$ cat src/rtl/riscv_pkg.sv
// Shared core package: datapath width default, writeback
// source encodings and the elastic-buffer state type.
package riscv_pkg;

    localparam int DEFAULT_XLEN = 32;

    localparam logic [1:0] RESULT_ALU = 2'b00;
    localparam logic [1:0] RESULT_MEM = 2'b01;
    localparam logic [1:0] RESULT_PC4 = 2'b10;

    typedef enum logic [1:0] {
        BUF_EMPTY = 2'b00,
        BUF_FULL  = 2'b01,
        BUF_SKID  = 2'b10
    } buf_state_e;

endpackage

$ cat src/rtl/pipe_skid_buf.sv
// Generic valid/ready pipeline register, optionally with a skid entry.
// Ports: clock, reset, flush, in_valid/in_ready/in_data, out_valid/out_ready/out_data.
import riscv_pkg::*;

module pipe_skid_buf #(
    parameter int WIDTH = 8,
    parameter bit SKID  = 1'b1
) (
    input  logic             clock,
    input  logic             reset,
    input  logic             flush,
    input  logic             in_valid,
    output logic             in_ready,
    input  logic [WIDTH-1:0] in_data,
    output logic             out_valid,
    input  logic             out_ready,
    output logic [WIDTH-1:0] out_data
);

    generate
        if (SKID) begin : g_skid
            buf_state_e       state_q;
            buf_state_e       state_d;
            logic [WIDTH-1:0] main_q;
            logic [WIDTH-1:0] skid_q;
            logic             ready_q;
            logic             accept;
            logic             drain;
            logic             load_main;
            logic             load_skid;
            logic             move_skid;

            assign accept    = in_valid && ready_q;
            assign drain     = out_valid && out_ready;
            assign out_valid = (state_q != BUF_EMPTY);
            assign in_ready  = ready_q;
            assign out_data  = main_q;

            always_comb begin
                state_d   = state_q;
                load_main = 1'b0;
                load_skid = 1'b0;
                move_skid = 1'b0;
                if (flush) begin
                    state_d = BUF_EMPTY;
                end else begin
                    unique case (state_q)
                        BUF_EMPTY: begin
                            if (accept) begin
                                state_d   = BUF_FULL;
                                load_main = 1'b1;
                            end
                        end
                        BUF_FULL: begin
                            if (accept && !drain) begin
                                state_d   = BUF_SKID;
                                load_skid = 1'b1;
                            end else if (drain && !accept) begin
                                state_d = BUF_EMPTY;
                            end else if (accept && drain) begin
                                load_main = 1'b1;
                            end
                        end
                        BUF_SKID: begin
                            if (drain) begin
                                state_d   = BUF_FULL;
                                move_skid = 1'b1;
                            end
                        end
                        default: state_d = BUF_EMPTY;
                    endcase
                end
            end

            // in_ready is registered: it reflects whether the skid
            // entry will be free after this edge.
            always_ff @(posedge clock or posedge reset) begin
                if (reset) begin
                    state_q <= BUF_EMPTY;
                    ready_q <= 1'b1;
                end else begin
                    state_q <= state_d;
                    ready_q <= (state_d != BUF_SKID);
                end
            end

            always_ff @(posedge clock or posedge reset) begin
                if (reset) begin
                    main_q <= '0;
                    skid_q <= '0;
                end else begin
                    if (load_main) begin
                        main_q <= in_data;
                    end else if (move_skid) begin
                        main_q <= skid_q;
                    end
                    if (load_skid) begin
                        skid_q <= in_data;
                    end
                end
            end
        end else begin : g_reg
            logic             valid_q;
            logic             valid_d;
            logic [WIDTH-1:0] main_q;
            logic             accept;
            logic             drain;

            assign in_ready  = !valid_q || out_ready;
            assign accept    = in_valid && in_ready;
            assign drain     = valid_q && out_ready;
            assign out_valid = valid_q;
            assign out_data  = main_q;

            always_comb begin
                valid_d = valid_q;
                if (flush) begin
                    valid_d = 1'b0;
                end else if (accept) begin
                    valid_d = 1'b1;
                end else if (drain) begin
                    valid_d = 1'b0;
                end
            end

            always_ff @(posedge clock or posedge reset) begin
                if (reset) begin
                    valid_q <= 1'b0;
                    main_q  <= '0;
                end else begin
                    valid_q <= valid_d;
                    if (accept && !flush) begin
                        main_q <= in_data;
                    end
                end
            end
        end
    endgenerate

endmodule

$ cat src/rtl/mem_wb_stage.sv
// MEM->WB pipeline stage: elastic field transport, rd!=0 write
// qualification and writeback result mux. Ports: clock, reset, flush,
// in_valid/in_ready + *_m fields, out_valid/out_ready + *_w fields.
import riscv_pkg::*;

module mem_wb_stage #(
    parameter int XLEN   = DEFAULT_XLEN,
    parameter int REG_AW = 5,
    parameter bit SKID   = 1'b1
) (
    input  logic              clock,
    input  logic              reset,
    input  logic              in_valid,
    output logic              in_ready,
    input  logic [XLEN-1:0]   alu_result_m,
    input  logic [XLEN-1:0]   read_data_m,
    input  logic [REG_AW-1:0] rd_m,
    input  logic [XLEN-1:0]   pc_plus4_m,
    input  logic              reg_write_m,
    input  logic [1:0]        result_src_m,
    input  logic              flush,
    output logic              out_valid,
    input  logic              out_ready,
    output logic [XLEN-1:0]   alu_result_w,
    output logic [XLEN-1:0]   read_data_w,
    output logic [XLEN-1:0]   pc_plus4_w,
    output logic [REG_AW-1:0] rd_w,
    output logic              reg_write_w,
    output logic [XLEN-1:0]   result_w
);

    localparam int W = 3 + REG_AW + 3 * XLEN;

    logic [W-1:0] in_bus;
    logic [W-1:0] out_bus;
    logic         reg_write_q;
    logic [1:0]   src_q;

    assign in_bus = {reg_write_m, result_src_m, rd_m,
                     pc_plus4_m, read_data_m, alu_result_m};

    pipe_skid_buf #(
        .WIDTH (W),
        .SKID  (SKID)
    ) u_buf (
        .clock     (clock),
        .reset     (reset),
        .flush     (flush),
        .in_valid  (in_valid),
        .in_ready  (in_ready),
        .in_data   (in_bus),
        .out_valid (out_valid),
        .out_ready (out_ready),
        .out_data  (out_bus)
    );

    assign {reg_write_q, src_q, rd_w,
            pc_plus4_w, read_data_w, alu_result_w} = out_bus;

    // Writes to x0 are dropped here so the regfile needs no check.
    assign reg_write_w = out_valid && reg_write_q
                         && (rd_w != '0);

    always_comb begin
        result_w = alu_result_w;
        case (src_q)
            RESULT_MEM: result_w = read_data_w;
            RESULT_PC4: result_w = pc_plus4_w;
            default:    result_w = alu_result_w;
        endcase
    end

endmodule
$ cat config.mk
export PLATFORM = sky130hd
export DESIGN_NAME = mem_wb_stage
export DESIGN_NICKNAME = d
export VERILOG_FILES = /design/src/rtl/riscv_pkg.sv /design/src/rtl/pipe_skid_buf.sv /design/src/rtl/mem_wb_stage.sv
export SDC_FILE = /design/constraint.sdc
export NUM_CORES = 1
export LEC_CHECK = 0
export ABC_AREA = 1
export CAP_MARGIN = 40
export CORE_MARGIN = 2
export CORE_UTILIZATION = 40
export DETAILED_ROUTE_END_ITERATION = 8
export PLACE_DENSITY = 0.66
export SLEW_MARGIN = 10
export SYNTH_ARGS = -nofsm -noshare
export SYNTH_HDL_FRONTEND = slang
export SYNTH_SLANG_ARGS = --single-unit
$ cat constraint.sdc
create_clock -name clock -period 10.6 [get_ports clock]
set_input_delay 3.18 -clock clock [delete_from_list [all_inputs] [get_ports clock]]
set_output_delay 3.18 -clock clock [all_outputs]
set_load 0.03 [all_outputs]
==> run_results.csv, run 1 <==
group,metric,value,unit
outcome,status,"completed",
worst_setup_path,worstPathMaxFanout,33,
timing,clock.fmax,160,MHz
timing,setup_tns,0,ns
power,p_switching,1.35,mW
timing,rsz0062_at_grt,"no",
routing,routed_wl,33.3,mm
routing,drc_errors,0,
power,power.density,255,nW/µm²
yosys,yosysSeqAreaShare,49.6,%
floorplanning,core,26100,µm²
worst_hold_path,hold_path.class,"flop to flop",
place,dpl.cell_count,1705,
yosys,ys_top_cells_by_area,"dfrtp_1 49%, nand3_1 9.8%, nand2_1 8.7%",
routing,dr.pass1.iters,7,
timing,final-setup-viol-count,0,
finish,layout.nets,1507,
routing,via_per_inst,5.41,
yosys,post-synth-top-count-cell,"nand2_1",
clock_network,clock-sinks,211,
clock_network,clock-root-buffer,"clkbuf_16",
yosys,ys_ff_latch,211,
yosys,synth_top_area_share,49.4,%
timing,finClkSkew,0.00672,ns
global_route,grt_first_pass_wirelength,52.8,mm
finish,fill_cells,2450,
place,gp_congestion,0.901,
yosys,async_flop_share,100,%
worst_setup_path,r2r_start,"u_buf.g_skid.state_q[0]$_DFF_PP0_",
power,finalPower,3.39,mW
floorplanning,dieWidth,167,µm
worst_setup_path,crit_path_start,"u_buf.out_data[101]$_DFFE_PP0P_",
power,leakagePower,6.22,nW
floorplanning,start_util,40.8,%
yosys,synth_edf_count,0,
floorplanning,die_height,167,µm
clock_network,cts_resized,0,
power,p_comb_share,39.9,%
timing,tightest_slew,0.747,ns
routing,antenna_left,0,
yosys,synth_ff_type,"dfrtp_1",
global_route,grt_pass1_vias,9189,
yosys,yosysTopAreaCell,"dfrtp_1",
yosys,syn-mean-instance-area,8.13,µm²
yosys,synthCells,1309,
routing,drt_iter0_drc,846,
worst_setup_path,endpoint_kind,"primary output",
finish,final_core_util,51.1,%
yosys,yosys_warnings,0,
global_route,antenna_found_initial,1,
yosys,synth_common_cells,"248 x nand2_1, 210 x dfrtp_1, 209 x nand3_1",
global_route,grt_max_degree,79,
global_route,overflow,0,
timing,fin_crit,6.24,ns
global_route,grt_use_total,23.4,%
routing,num_vias,9446,
finish,multi_input_area,3720,µm²
yosys,synth_area,10600,µm²
timing,drv_slew,0,
clock_network,clk_transition_reported_paths,0.06,ns
worst_hold_path,min_from,"u_buf.g_skid.skid_q[21]$_DFFE_PP0P_",
floorplanning,rows,59,
timing,timing.final.crit_share,58.9,%
finish,drive_above_1_share,4.75,%
clock_network,cts_tree,"done",
clock_network,cts_setup_buffers,0,
clock_network,cts_max_level,1,
clock_network,clock_path_buffers,3,
worst_setup_path,worst_ep_arrival_time,3.06,ns
routing,wl_per_cell,19.1,µm
yosys,ys_types,23,
power,seqPwrFrac,36.8,%
power,power.share.clock,23.2,%
yosys,syn-num-nets,1420,
floorplanning,die_area,27900,µm²
run,drv_cap,0,
clock_network,cts_inserted_buffers,24,
finish,area_growth,25.2,%
finish,regArea,5280,µm²
timing,relSlewSlack,50.2,%
floorplanning,io_pins,245,
place,hpwl,21.4,mm
timing,whs,0.485,ns
power,peakVddDrop,0.000160,V
clock_network,hold_buffers,0,
place,port_buffers,244,
clock_network,insertion_delay,0.50,ns
worst_setup_path,cp-start-kind,"flop",
finish,layout.cells.non_filler,1746,
worst_setup_path,path_class,"flop to primary output",
timing,hold_viol_final,0,
power,p_int,2.04,mW
worst_setup_path,crit_required,7.42,ns
power,swShare,39.9,%
## cells by family (layout without fill, tap and decap cells)
group,Yosys count,count (layout),synth area share [%]
fa+ha+maj,2,2,0.235
compound gates,168,168,7.90
other cells,0,1,0
simple gates,606,606,26.6
buf+inv,322,423,15.6
flops,211,211,49.6
## area by class of cell
| cell class | instances | share of cell area (%) |
|---|---|---|
| clock inverters | 7 | 0.329 |
| well taps | 335 | 3.15 |
| clock buffers | 33 | 5.22 |
| inverters | 120 | 3.46 |
| repair buffers | 263 | 20.3 |
| flip-flops and latches | 211 | 39.6 |
| multi-input cells | 776 | 27.9 |
| diodes | 1 | 0.0188 |
## cells in the final DEF (no fill, tap or decap)
cell,instances
clkbuf_1,4
clkdlybuf4s50_1,244
nand4_1,104
clkinv_4,1
inv_8,1
nor2_4,1
clkinv_2,6
dfstp_2,1
clkbuf_8,4
nor2_1,36
nand2_4,2
inv_1,115
dfrtp_1,210
clkbuf_16,25
inv_2,2
nor3_1,3
buf_4,13
nand3_1,209
o21ai_1,20
diode_2,1
ha_1,2
nand2_1,248
clkinvlp_4,2
a21oi_1,64
nor2_2,1
buf_16,6
o21ai_0,84
nand3_4,2
## stage by stage
| stage | cell area [µm²] | worst slack (ns) |
|---|---|---|
| finish | 13300 | 4.36 |
| global route | 13300 | 4.23 |
| CTS | 13300 | 4.35 |
| detailed placement | 12600 | 4.57 |
| global placement | 12400 | 4.22 |
| floorplan | 10600 | 1.66 |
## registers in the layout, summed over array words and instances, names as in the netlist
| name | cells |
|---|---|
| u_buf.g_skid.skid_q | 104 |
| u_buf.in_ready | 1 |
| u_buf.out_data | 104 |
| u_buf.g_skid.state_q | 2 |
## critical path: stages, from the launching register on
cell and delay (ns):
dfrtp_1 0.37, inv_1 0.05, ha_1 0.28, buf_4 0.27, inv_1 0.09, buf_4 0.37, nor2_1 0.07, a21oi_1 0.31
clkdlybuf4s50_1 0.75
## worst paths after layout
kind,cells past startpoint,endpoint,slack (ns)
hold reg to reg,2,u_buf.g_skid.skid_q[21]$_DFFE_PP0P_,0.48
min in group asynchronous,2,u_buf.g_skid.skid_q[3]$_DFFE_PP0P_,3.11
setup reg to reg,6,u_buf.out_data[65]$_DFFE_PP0P_,7.87
max in group asynchronous,4,u_buf.g_skid.skid_q[26]$_DFFE_PP0P_,6.39
hold / removal,2,u_buf.g_skid.skid_q[21]$_DFFE_PP0P_,0.48
setup / recovery,8,result_w[31],4.36
## power groups by stage
stage	Combinational, mW	Clock (mW)	Sequential, mW
after floorplan	0.948	0	1.19
after global placement	1.33	0	1.25
after global routing	1.45	0.843	1.28
after CTS	1.36	0.802	1.25
after detailed placement	1.36	0	1.26
final	1.36	0.788	1.25
## per-layer routing
metal  vias up  share of wire [%]  global-route usage [%]
met3        58                6.8                    3.50
met1      4567                 43                    32.7
met4         0                3.5                    7.83
met5         -                  0                       0
met2       394                 47                    37.6
li1       4427                  -                       -
Power figures use the tool's default switching activity.
==> inputs of run 2 (changes only) <==
PLACE_DENSITY = 0.69   (was 0.66)
clock period = 5.4 ns   (was 10.6 ns; I/O delays follow)
==> run_results.csv, run 2 (synthesis gave the netlist of run 1 again) <==
group,metric,value,unit
floorplanning,core,26100,µm²
finish,drive_above_1_share,4.61,%
global_route,grt_max_degree,104,
clock_network,clock_path_buffers,3,
floorplanning,dieWidth,167,µm
clock_network,hold_buffers,0,
clock_network,clk_transition_reported_paths,0.06,ns
worst_setup_path,r2r_start,"u_buf.g_skid.state_q[1]$_DFF_PP0_",
worst_hold_path,hold_path.class,"flop to flop",
worst_setup_path,worstPathMaxFanout,16,
routing,dr.pass1.iters,5,
finish,final_core_util,51.1,%
routing,num_vias,9445,
power,peakVddDrop,0.000356,V
routing,wl_met1,13.4,mm
place,pre_cts_slack,1.26,ns
floorplanning,die_area,27900,µm²
worst_setup_path,crit_chain,"inv_1 > ha_1 > buf_4 > nand2_1 > a21oi_1 > clkdlybuf4s50_1",
place,gp_congestion,0.864,
global_route,antenna_found_initial,0,
global_route,grt_use_total,22.7,%
timing,whs,0.481,ns
timing,tightest_slew,0.924,ns
finish,final_common_cell,"nand2_1",
finish,area_growth,25.2,%
worst_hold_path,hold_path_depth,2,
timing,fin_crit,4.63,ns
worst_setup_path,regToRegSetupSlack,2.97,ns
finish,layout.nets,1506,
worst_hold_path,min_to,"u_buf.g_skid.skid_q[26]$_DFFE_PP0P_",
clock_network,cts_resized,0,
timing,drv_slew,0,
timing,timing.final.crit_share,85.7,%
worst_setup_path,cp-start-kind,"flop",
worst_setup_path,r2r_cells,7,
clock_network,clock-sinks,211,
worst_setup_path,worst_ep_arrival_time,3.01,ns
worst_setup_path,rr_endpoint,"u_buf.out_data[85]$_DFFE_PP0P_",
power,leakagePower,6.22,nW
place,hpwl,20.7,mm
timing,relSlewSlack,38.4,%
worst_setup_path,endpoint_kind,"primary output",
worst_setup_path,slowest_stage,"ha_1",
global_route,overflow,0,
global_route,grt_pass1_vias,9109,
global_route,grt_first_pass_wirelength,51.2,mm
floorplanning,start_util,40.8,%
routing,drc_errors,0,
clock_network,clock-root-buffer,"clkbuf_16",
routing,met3_length,2.45,mm
timing,clock.fmax,216,MHz
worst_hold_path,min_from,"u_buf.g_skid.skid_q[26]$_DFFE_PP0P_",
routing,drt_iter0_drc,933,
floorplanning,die_height,167,µm
timing,setup_tns,0,ns
place,port_buffers,244,
routing,via_per_inst,5.41,
timing,finClkSkew,0.00688,ns
finish,fill_cells,2455,
finish,mostFrequentLayoutCells,"248 x nand2_1, 244 x clkdlybuf4s50_1, 210 x dfrtp_1, 209 x nand3_1, 115 x inv_1",
run,drv_cap,0,
routing,wl_per_cell,18.4,µm
timing,final-setup-viol-count,0,
clock_network,cts_inserted_buffers,24,
timing,hold_viol_final,0,
clock_network,cts_tree,"done",
clock_network,cts_setup_buffers,0,
worst_setup_path,path_class,"flop to primary output",
clock_network,cts_max_level,1,
worst_setup_path,crit_required,3.78,ns
routing,route.met2.wl,14.8,mm
routing,antenna_left,0,
floorplanning,io_pins,245,
outcome,status,"completed",
floorplanning,rows,59,
clock_network,insertion_delay,0.51,ns
timing,setup_ws,0.773,ns
routing,routed_wl,32.2,mm
routing,highest_layer,"met4",
power,power.density,506,nW/µm²
worst_setup_path,max_stage_delay,0.73,ns
finish,antenna_cells,0,
timing,rsz0062_at_grt,"no",
-- run 2: worst max-delay path by stage --
stage	start	end	slack, ns	depth (start not counted)
floorplan	reset	u_buf.g_skid.skid_q[0]$_DFFE_PP0P_	1.04	1
global placement	flush	u_buf.out_data[94]$_DFFE_PP0P_	1.32	7
detailed placement	flush	u_buf.out_data[85]$_DFFE_PP0P_	1.26	7
CTS	u_buf.out_data[102]$_DFFE_PP0P_	result_w[2]	0.82	6
global route	u_buf.out_data[102]$_DFFE_PP0P_	result_w[10]	0.64	6
finish	u_buf.out_data[102]$_DFFE_PP0P_	result_w[2]	0.77	6
-- run 2: routing by layer --
layer | GRT usage [%] | up-vias
met4 | 9.52 | 0
met3 | 4.51 | 79
met5 | 0 | -
met2 | 35.4 | 403
met1 | 31.1 | 4534
li1 | - | 4429
-- run 2: layout make-up --
cell class | count | area (µm²) | share of cell area, %
Timing Repair Buffer | 262 | 2650 | 19.9
Clock buffer | 40 | 762 | 5.72
Tap cell | 335 | 419 | 3.15
Clock inverter | 2 | 35.0 | 0.263
Inverter | 120 | 457 | 3.43
Multi-Input combinational cell | 776 | 3720 | 27.9
Sequential cell | 211 | 5280 | 39.6
-- run 2: report_power, final --
part / total, mW / internal [mW] / switching [mW]
Sequential: 2.45 / 2.07 / 0.376
Combinational: 2.65 / 1.03 / 1.62
Clock: 1.64 / 1.00 / 0.636
Total: 6.74 / 4.11 / 2.63
-- run 2: worst max-delay path: cells and delay by family (launching register included) --
| kind | cells | cell delay, ns |
|---|---|---|
| AO/OA/AOI/OAI | 1 | 0.19 |
| buffers and inverters | 3 | 1.06 |
| AND/OR/NAND/NOR | 1 | 0.11 |
| adder cells (fa/ha/maj) | 1 | 0.73 |
| flip-flops | 1 | 0.40 |
-- run 2: through the flow --
stage	power, mW	instances	instance area (µm²)
after floorplan	4.19	1309	10600
after global placement	5.08	1704	12500
after detailed placement	5.13	1704	12500
after CTS	6.79	1746	13300
after global routing	7.10	1746	13300
final	6.74	1746	13300
